`src/rtl/mux_pkg.sv`:
```
// Shared mode encodings and select-width helper for the registered N-to-1 mux.
// Latency: n/a (definitions only).
// Backpressure: n/a.
package mux_pkg;

  localparam logic MODE_SEL = 1'b0;
  localparam logic MODE_RR  = 1'b1;

  // A single-channel mux still needs a 1-bit select port.
  function automatic int calc_selw(input int n);
    return (n > 1) ? $clog2(n) : 1;
  endfunction

endpackage

```
`src/rtl/rr_arbiter.sv`:
```
// Round-robin grant search from ptr upward with wrap; owns ptr and advances it past each used grant.
// Latency: grant is combinational from req and ptr; ptr moves one edge after en.
// Backpressure: en is only raised by the caller when a grant was actually consumed.
module rr_arbiter
  import mux_pkg::*;
#(
  parameter  int N    = 4,
  localparam int SELW = calc_selw(N)
) (
  input  logic            clk,
  input  logic            rst_n,
  input  logic [N-1:0]    req,
  input  logic            en,
  output logic [SELW-1:0] grant,
  output logic            grant_valid
);

  logic [SELW-1:0] ptr_q;
  logic [SELW-1:0] ptr_d;
  int              idx;

  always_comb begin
    grant       = '0;
    grant_valid = 1'b0;
    idx         = 0;
    for (int off = 0; off < N; off++) begin
      idx = int'(ptr_q) + off;
      if (idx >= N) idx = idx - N;
      if (!grant_valid && req[idx]) begin
        grant_valid = 1'b1;
        grant       = SELW'(idx);
      end
    end
  end

  always_comb begin
    ptr_d = ptr_q;
    if (en) begin
      ptr_d = (grant == SELW'(N - 1)) ? '0 : SELW'(grant + 1'b1);
    end
  end

  always_ff @(posedge clk or negedge rst_n) begin
    if (!rst_n) begin
      ptr_q <= '0;
    end else begin
      ptr_q <= ptr_d;
    end
  end

endmodule

```
`src/rtl/mux_nto1_reg.sv`:
```
// N-to-1 registered mux with per-channel valid/ready; round-robin mode only when MUX_RR_MODE_EN is defined.
// Latency: 1 cycle from accept to out_valid; 1 word/cycle with out_ready held high.
// Backpressure: register loads only when empty or draining; otherwise every in_ready is low.
module mux_nto1_reg
  import mux_pkg::*;
#(
  parameter  int WIDTH = 8,
  parameter  int N     = 4,
  localparam int SELW  = calc_selw(N)
) (
  input  logic               clk,
  input  logic               rst_n,
  input  logic [N*WIDTH-1:0] in_data,
  input  logic [N-1:0]       in_valid,
  output logic [N-1:0]       in_ready,
  input  logic [SELW-1:0]    sel,
  input  logic               mode,
  output logic [WIDTH-1:0]   out_data,
  output logic [SELW-1:0]    out_src,
  output logic               out_valid,
  input  logic               out_ready
);

  logic [WIDTH-1:0] out_data_q, out_data_d;
  logic [SELW-1:0]  out_src_q, out_src_d;
  logic             out_valid_q, out_valid_d;

  logic             load_en;
  logic             sel_vld;
  logic [SELW-1:0]  grant_idx;
  logic             grant_vld;
  logic             xfer;
  logic [WIDTH-1:0] picked;

  // Gating with rst_n keeps in_ready low while held in reset.
  assign load_en = rst_n && (!out_valid_q || out_ready);
  assign xfer    = load_en && grant_vld;

  // Out-of-range select values simply match no channel.
  always_comb begin
    sel_vld = 1'b0;
    for (int i = 0; i < N; i++) begin
      if (sel == SELW'(i)) sel_vld = in_valid[i];
    end
  end

`ifdef MUX_RR_MODE_EN
  logic [SELW-1:0] rr_grant;
  logic            rr_vld;
  logic            use_rr;

  assign use_rr = (mode == MODE_RR);

  rr_arbiter #(.N(N)) u_rr (
    .clk         (clk),
    .rst_n       (rst_n),
    .req         (in_valid),
    .en          (xfer && use_rr),
    .grant       (rr_grant),
    .grant_valid (rr_vld)
  );

  assign grant_idx = use_rr ? rr_grant : sel;
  assign grant_vld = use_rr ? rr_vld   : sel_vld;
`else
  logic unused_mode;
  assign unused_mode = mode;
  assign grant_idx   = sel;
  assign grant_vld   = sel_vld;
`endif

  always_comb begin
    in_ready = '0;
    picked   = '0;
    for (int i = 0; i < N; i++) begin
      if (grant_idx == SELW'(i)) begin
        in_ready[i] = xfer;
        picked      = in_data[i*WIDTH +: WIDTH];
      end
    end
  end

  always_comb begin
    out_valid_d = out_valid_q;
    out_data_d  = out_data_q;
    out_src_d   = out_src_q;
    if (load_en) begin
      out_valid_d = grant_vld;
      if (grant_vld) begin
        out_data_d = picked;
        out_src_d  = grant_idx;
      end
    end
  end

  always_ff @(posedge clk or negedge rst_n) begin
    if (!rst_n) begin
      out_valid_q <= 1'b0;
      out_data_q  <= '0;
      out_src_q   <= '0;
    end else begin
      out_valid_q <= out_valid_d;
      out_data_q  <= out_data_d;
      out_src_q   <= out_src_d;
    end
  end

  assign out_data  = out_data_q;
  assign out_src   = out_src_q;
  assign out_valid = out_valid_q;

endmodule
```
`config.mk`:
```
export PLATFORM = sky130hd
export DESIGN_NAME = mux_nto1_reg
export DESIGN_NICKNAME = d
export VERILOG_FILES = /design/src/rtl/mux_pkg.sv /design/src/rtl/rr_arbiter.sv /design/src/rtl/mux_nto1_reg.sv
export SDC_FILE = /design/constraint.sdc
export NUM_CORES = 1
export LEC_CHECK = 0
export ABC_AREA = 0
export CAP_MARGIN = 20
export CORE_AREA = 2 2 69 58
export CTS_CLUSTER_DIAMETER = 100
export CTS_CLUSTER_SIZE = 20
export DETAILED_ROUTE_END_ITERATION = 6
export DIE_AREA = 0 0 71 60
export DONT_BUFFER_PORTS = 1
export PLACE_DENSITY = 0.45
export SYNTH_ARGS = -nofsm -noshare
export SYNTH_HDL_FRONTEND = slang
export SYNTH_SLANG_ARGS = --single-unit
```
`constraint.sdc`:
```
create_clock -name clk -period 1.55 [get_ports clk]
set_input_delay 0.155 -clock clk [delete_from_list [all_inputs] [get_ports clk]]
set_output_delay 0.155 -clock clk [all_outputs]
set_load 0.02 [all_outputs]
```
## Word-level counts from Yosys, hierarchy flattened

Cells that the tools add are included.

| storage, ports and cells | value |
|---|---|
| output and inout bits | 15 |
| bits in registers | 11 |

| operators by class | value |
|---|---|
| reduce and logical (&&, ||, !) cells | 6 |
| muxes and demuxes | 12 |
| equal/unequal tests | 3 |

Operator list:

| kind | number |
|---|---|
| $mux 8 | 4 |
| $mux 1 | 8 |
| $eq 2x2->1 const B | 2 |
| $eq 2x1->1 const B | 1 |
| $logic_and 1x1->1 | 2 |
| $logic_not 2->1 | 1 |
| $reduce_and 2->1 | 1 |
| $logic_not 1->1 | 1 |
| $logic_or 1x1->1 | 1 |

## Logic depth before layout (Yosys ltp)

Gate-level depths: netlist of run 1.

| depth | value |
|---|---|
| depth in word-level cells | 7 |
| gate-level depth with buffers | 6 |
| mapped depth without buffers | 4 |

## Worst setup path after synthesis of run 1

Ideal clock, no wire load.

| timing path | value |
|---|---|
| path kind | reg2out |
| start point | reg out_valid_q, in the netlist out_valid |
| end point | out in_ready[0] |
| slack | -39 ps |
| required time | 1395 ps |
| cell stages (with the launch flop) | 4 |
| data arrival time | 1434 ps |
| path through | dfrtp_1 nand2b_1 nand2_1 nor4b_1 |

| between the ends | value |
|---|---|
| cells in the longest elaborated chain, start to end | 5 |

RTL lines:

| item | RTL line | RTL |
|---|---|---|
| from (decl) | mux_nto1_reg.sv:26 | `logic out_valid_q, out_valid_d;` |
| from (signal assigned) | mux_nto1_reg.sv:102 | `out_valid_q <= out_valid_d;` |
| $logic_not 1->1 | mux_nto1_reg.sv:36 | `assign load_en = rst_n && (!out_valid_q \|\| out_ready);` |
| $logic_or 1x1->1 | mux_nto1_reg.sv:36 |  |
| $logic_and 1x1->1 | mux_nto1_reg.sv:36 |  |
| $logic_and 1x1->1 | mux_nto1_reg.sv:37 | `assign xfer = load_en && grant_vld;` |
| $mux 1 | mux_nto1_reg.sv:76 | `if (grant_idx == SELW'(i)) begin` |
| to (decl) | mux_nto1_reg.sv:15 | `output logic [N-1:0] in_ready,` |

No other way between the ends.

## Worst setup path in the final report of run 1

| timing path | value |
|---|---|
| start point | reg out_valid_q, in the netlist out_valid |
| end point | out in_ready[1] |

Same word-level chain as after synthesis.

==> results of run 1 <==
[power breakdown]
part / internal, mW / switching [mW]
clock: 0.180 / 0.0988
combinational: 0.165 / 0.0681
sequential: 0.368 / 0.159
total: 0.713 / 0.326
[flip-flops by register name, summed over array words and instances (netlist names)]
register,flops
out_valid,1
out_src,2
out_data,8
[synth_stat cells]
| library cell | count | area [um^2] |
|---|---|---|
| mux2_2 | 1 | 11.3 |
| o2111ai_2 | 1 | 15.0 |
| dfrtp_1 | 11 | 275 |
| mux2_4 | 9 | 135 |
| nor3b_1 | 1 | 7.51 |
| a21o_2 | 1 | 8.76 |
| buf_6 | 2 | 22.5 |
| buf_4 | 1 | 7.51 |
| a31oi_2 | 1 | 12.5 |
| inv_1 | 1 | 3.75 |
| mux4_1 | 4 | 105 |
| clkbuf_8 | 1 | 13.8 |
| o22a_2 | 1 | 10.0 |
| nand2_1 | 2 | 7.51 |
| nand3b_1 | 1 | 7.51 |
| buf_8 | 1 | 15.0 |
| nand2b_1 | 1 | 6.26 |
| nor4b_1 | 1 | 8.76 |
| nand3_1 | 1 | 5.00 |
| mux4_2 | 4 | 90.1 |
| nor2_1 | 2 | 7.51 |
| or3b_1 | 1 | 8.76 |
[cell usage in the layout (no fill, tap or decap), drive strengths merged]
cell and count:
nand3 1, nand2b 1, o2111ai 1, o22a 1, a21o 1, dlygate4sd3 1
nand3b 1, a31oi 1, mux4 8, or3b 1, buf 7, nand2 2
inv 1, nor4b 1, nor3b 1, mux2 10, nor2 2, dfrtp 11
clkbuf 4
[metal layers]
metal	track usage, %	routed length (um)	share of wire (%)	vias to the layer above
li1	-	-	-	209
met1	9.55	620	36	217
met2	13.6	936	55	24
met3	4.22	147	8.6	0
met4	3.23	0	0	0
met5	0	0	0	-
[kinds of logic (layout without fill, tap and decap cells)]
group           count (synthesis)  count (layout)  synth area share (%)
compound gates                  4               4                  5.90
simple gates                   10              10                  7.50
mux                            18              18                  43.5
flops                          11              11                  35.1
buf+inv                         6              13                  7.97
[final timing paths]
kind                                           endpoint  slack, ps  cells past startpoint                  start
max in group asynchronous       out_data[2]$_DFFE_PN0P_        870                      1                  rst_n
worst min-delay path             out_src[1]$_DFFE_PN0P_         70                      1                 sel[1]
worst max-delay path                        in_ready[1]         60                      5  out_valid$_DFFE_PN0P_
worst max register to register  out_data[7]$_DFFE_PN0P_         90                      5  out_valid$_DFFE_PN0P_
worst min register to register    out_valid$_DFFE_PN0P_        640                      2  out_valid$_DFFE_PN0P_
min in group asynchronous         out_valid$_DFFE_PN0P_        330                      1                  rst_n
[area by class of cell]
class / count / area, um^2
Clock buffer: 4 / 45.0
Fill cell: 368 / 2730
Inverter: 1 / 3.75
Multi-Input combinational cell: 32 / 458
Sequential cell: 11 / 275
Tap cell: 44 / 55.1
Timing Repair Buffer: 8 / 62.6
[repair_timing]
| action | 4_1_cts | 5_1_grt |
|---|---|---|
| cloned | 0 | 0 |
| setup endpoints to repair | 1 | 4 |
| hold buffers | 1 | 0 |
| setup buffers | 0 | 1 |
| pin swaps | 0 | 2 |
| hold endpoints to repair | 11 | 0 |
| resized for setup | 1 | 0 |
[critical path, delay by kind of cell, from the launching register on]
family	cells	cell delay, ps
simple gates	2	260
compound gates	1	140
flops	1	370
buf+inv	2	330
==> metrics.txt, run 1 <==
Total Neg Setup Slack 0 ps; Routability Congestion 0.617; clock-pin slew on the worst setup and hold paths 50 ps; final hold viol count 0; Finished Layout Cells 100; worst-path cell chain nand2b_1 > o2111ai_2 > buf_4 > nor3b_2 > buf_4; WL final 1.70 mm; FMAX 671 MHz; post-route ant nets 0; pin count of the biggest net entering global routing 17; Slowest-stage cell, CP dfrtp_1; Slew Limit Headroom 65.5%; maximum VDD drop 0.234 mV; vias 450; Starting Density 21.6%; core area 3630 um^2; final setup violation count 0; first-pass GRT wire length 2.57 mm; pwr/cell area 1160 nW/um^2; die width 71 um; CP Launch Type register; HP Class input pin to register; final worst slack 59.0 ps; NumNets Final 99; Port Buffer Count 0; Max Cap Viol 0; CP max FO 2; Yosys reg bits 11; Tot Pwr 1.04 mW; DR vias/cell 4.50; Util after Layout 24.8%; WP data required 1390 ps; CP Capture Type output pin; Layout Area Growth over Synthesis 14.7%; CTS sink count 11; CP arrival 1340 ps; DRC Markers 0; Worst Tran Pin Value 515 ps; Die Height 60 um; post-synth cell types 22; H-tree depth 1; Total GRT Usage 8.38%; total gr overflow 0; CTS tree yes; share of cells above drive strength 1 53.6%; post-route cell area 900 um^2; Cell Area, Placed 832 um^2; critical path class register to output pin; Synth Instances 49; leakage power 0.368 nW; status finished, final reports clean; syn_area_per_cell 16.0 um^2; total CTS buffers 3; vias in the first global route 491; initial DRC count 21; Tmin final 1490 ps; DIE AREA 4260 um^2; Hold Slack 71.4 ps; Final Cycle Share 96.2%; CTS root buf clkbuf_8; Largest stage delay, worst path 370 ps; Detail Placement HPWL 1.39 mm; Synth Cell Area 785 um^2; Rows 20; most frequent CP cell buf_4; io pins 57; latest clock arrival within the worst-skew pair 230 ps; Syn Nets 91; YS warnings 0; dpl ws 84.1 ps; clk_skew 3.43 ps; CTS max path bufs 2; mean routed wirelength per cell 17.0 um; initial antenna violation count 0; Pre-antenna DRT Iters 4; pins over their slew limit 0; dpl cells 94; sequential share of the synthesized area 35.1%; Ant. Diodes 0; RSZ-0062 raised after global routing yes
Note: power is estimated with default switching activity, not from simulation.
==> run 2: changes to the inputs <==
--- a/config.mk
+++ b/config.mk
@@ -14,6 +14,7 @@
 export DIE_AREA = 0 0 71 60
 export DONT_BUFFER_PORTS = 1
 export PLACE_DENSITY = 0.45
+export SLEW_MARGIN = 20
 export SYNTH_ARGS = -nofsm -noshare
 export SYNTH_HDL_FRONTEND = slang
 export SYNTH_SLANG_ARGS = --single-unit
==> results of run 2 <==
The final DEF is identical to that of run 1; final timing and power are the same.
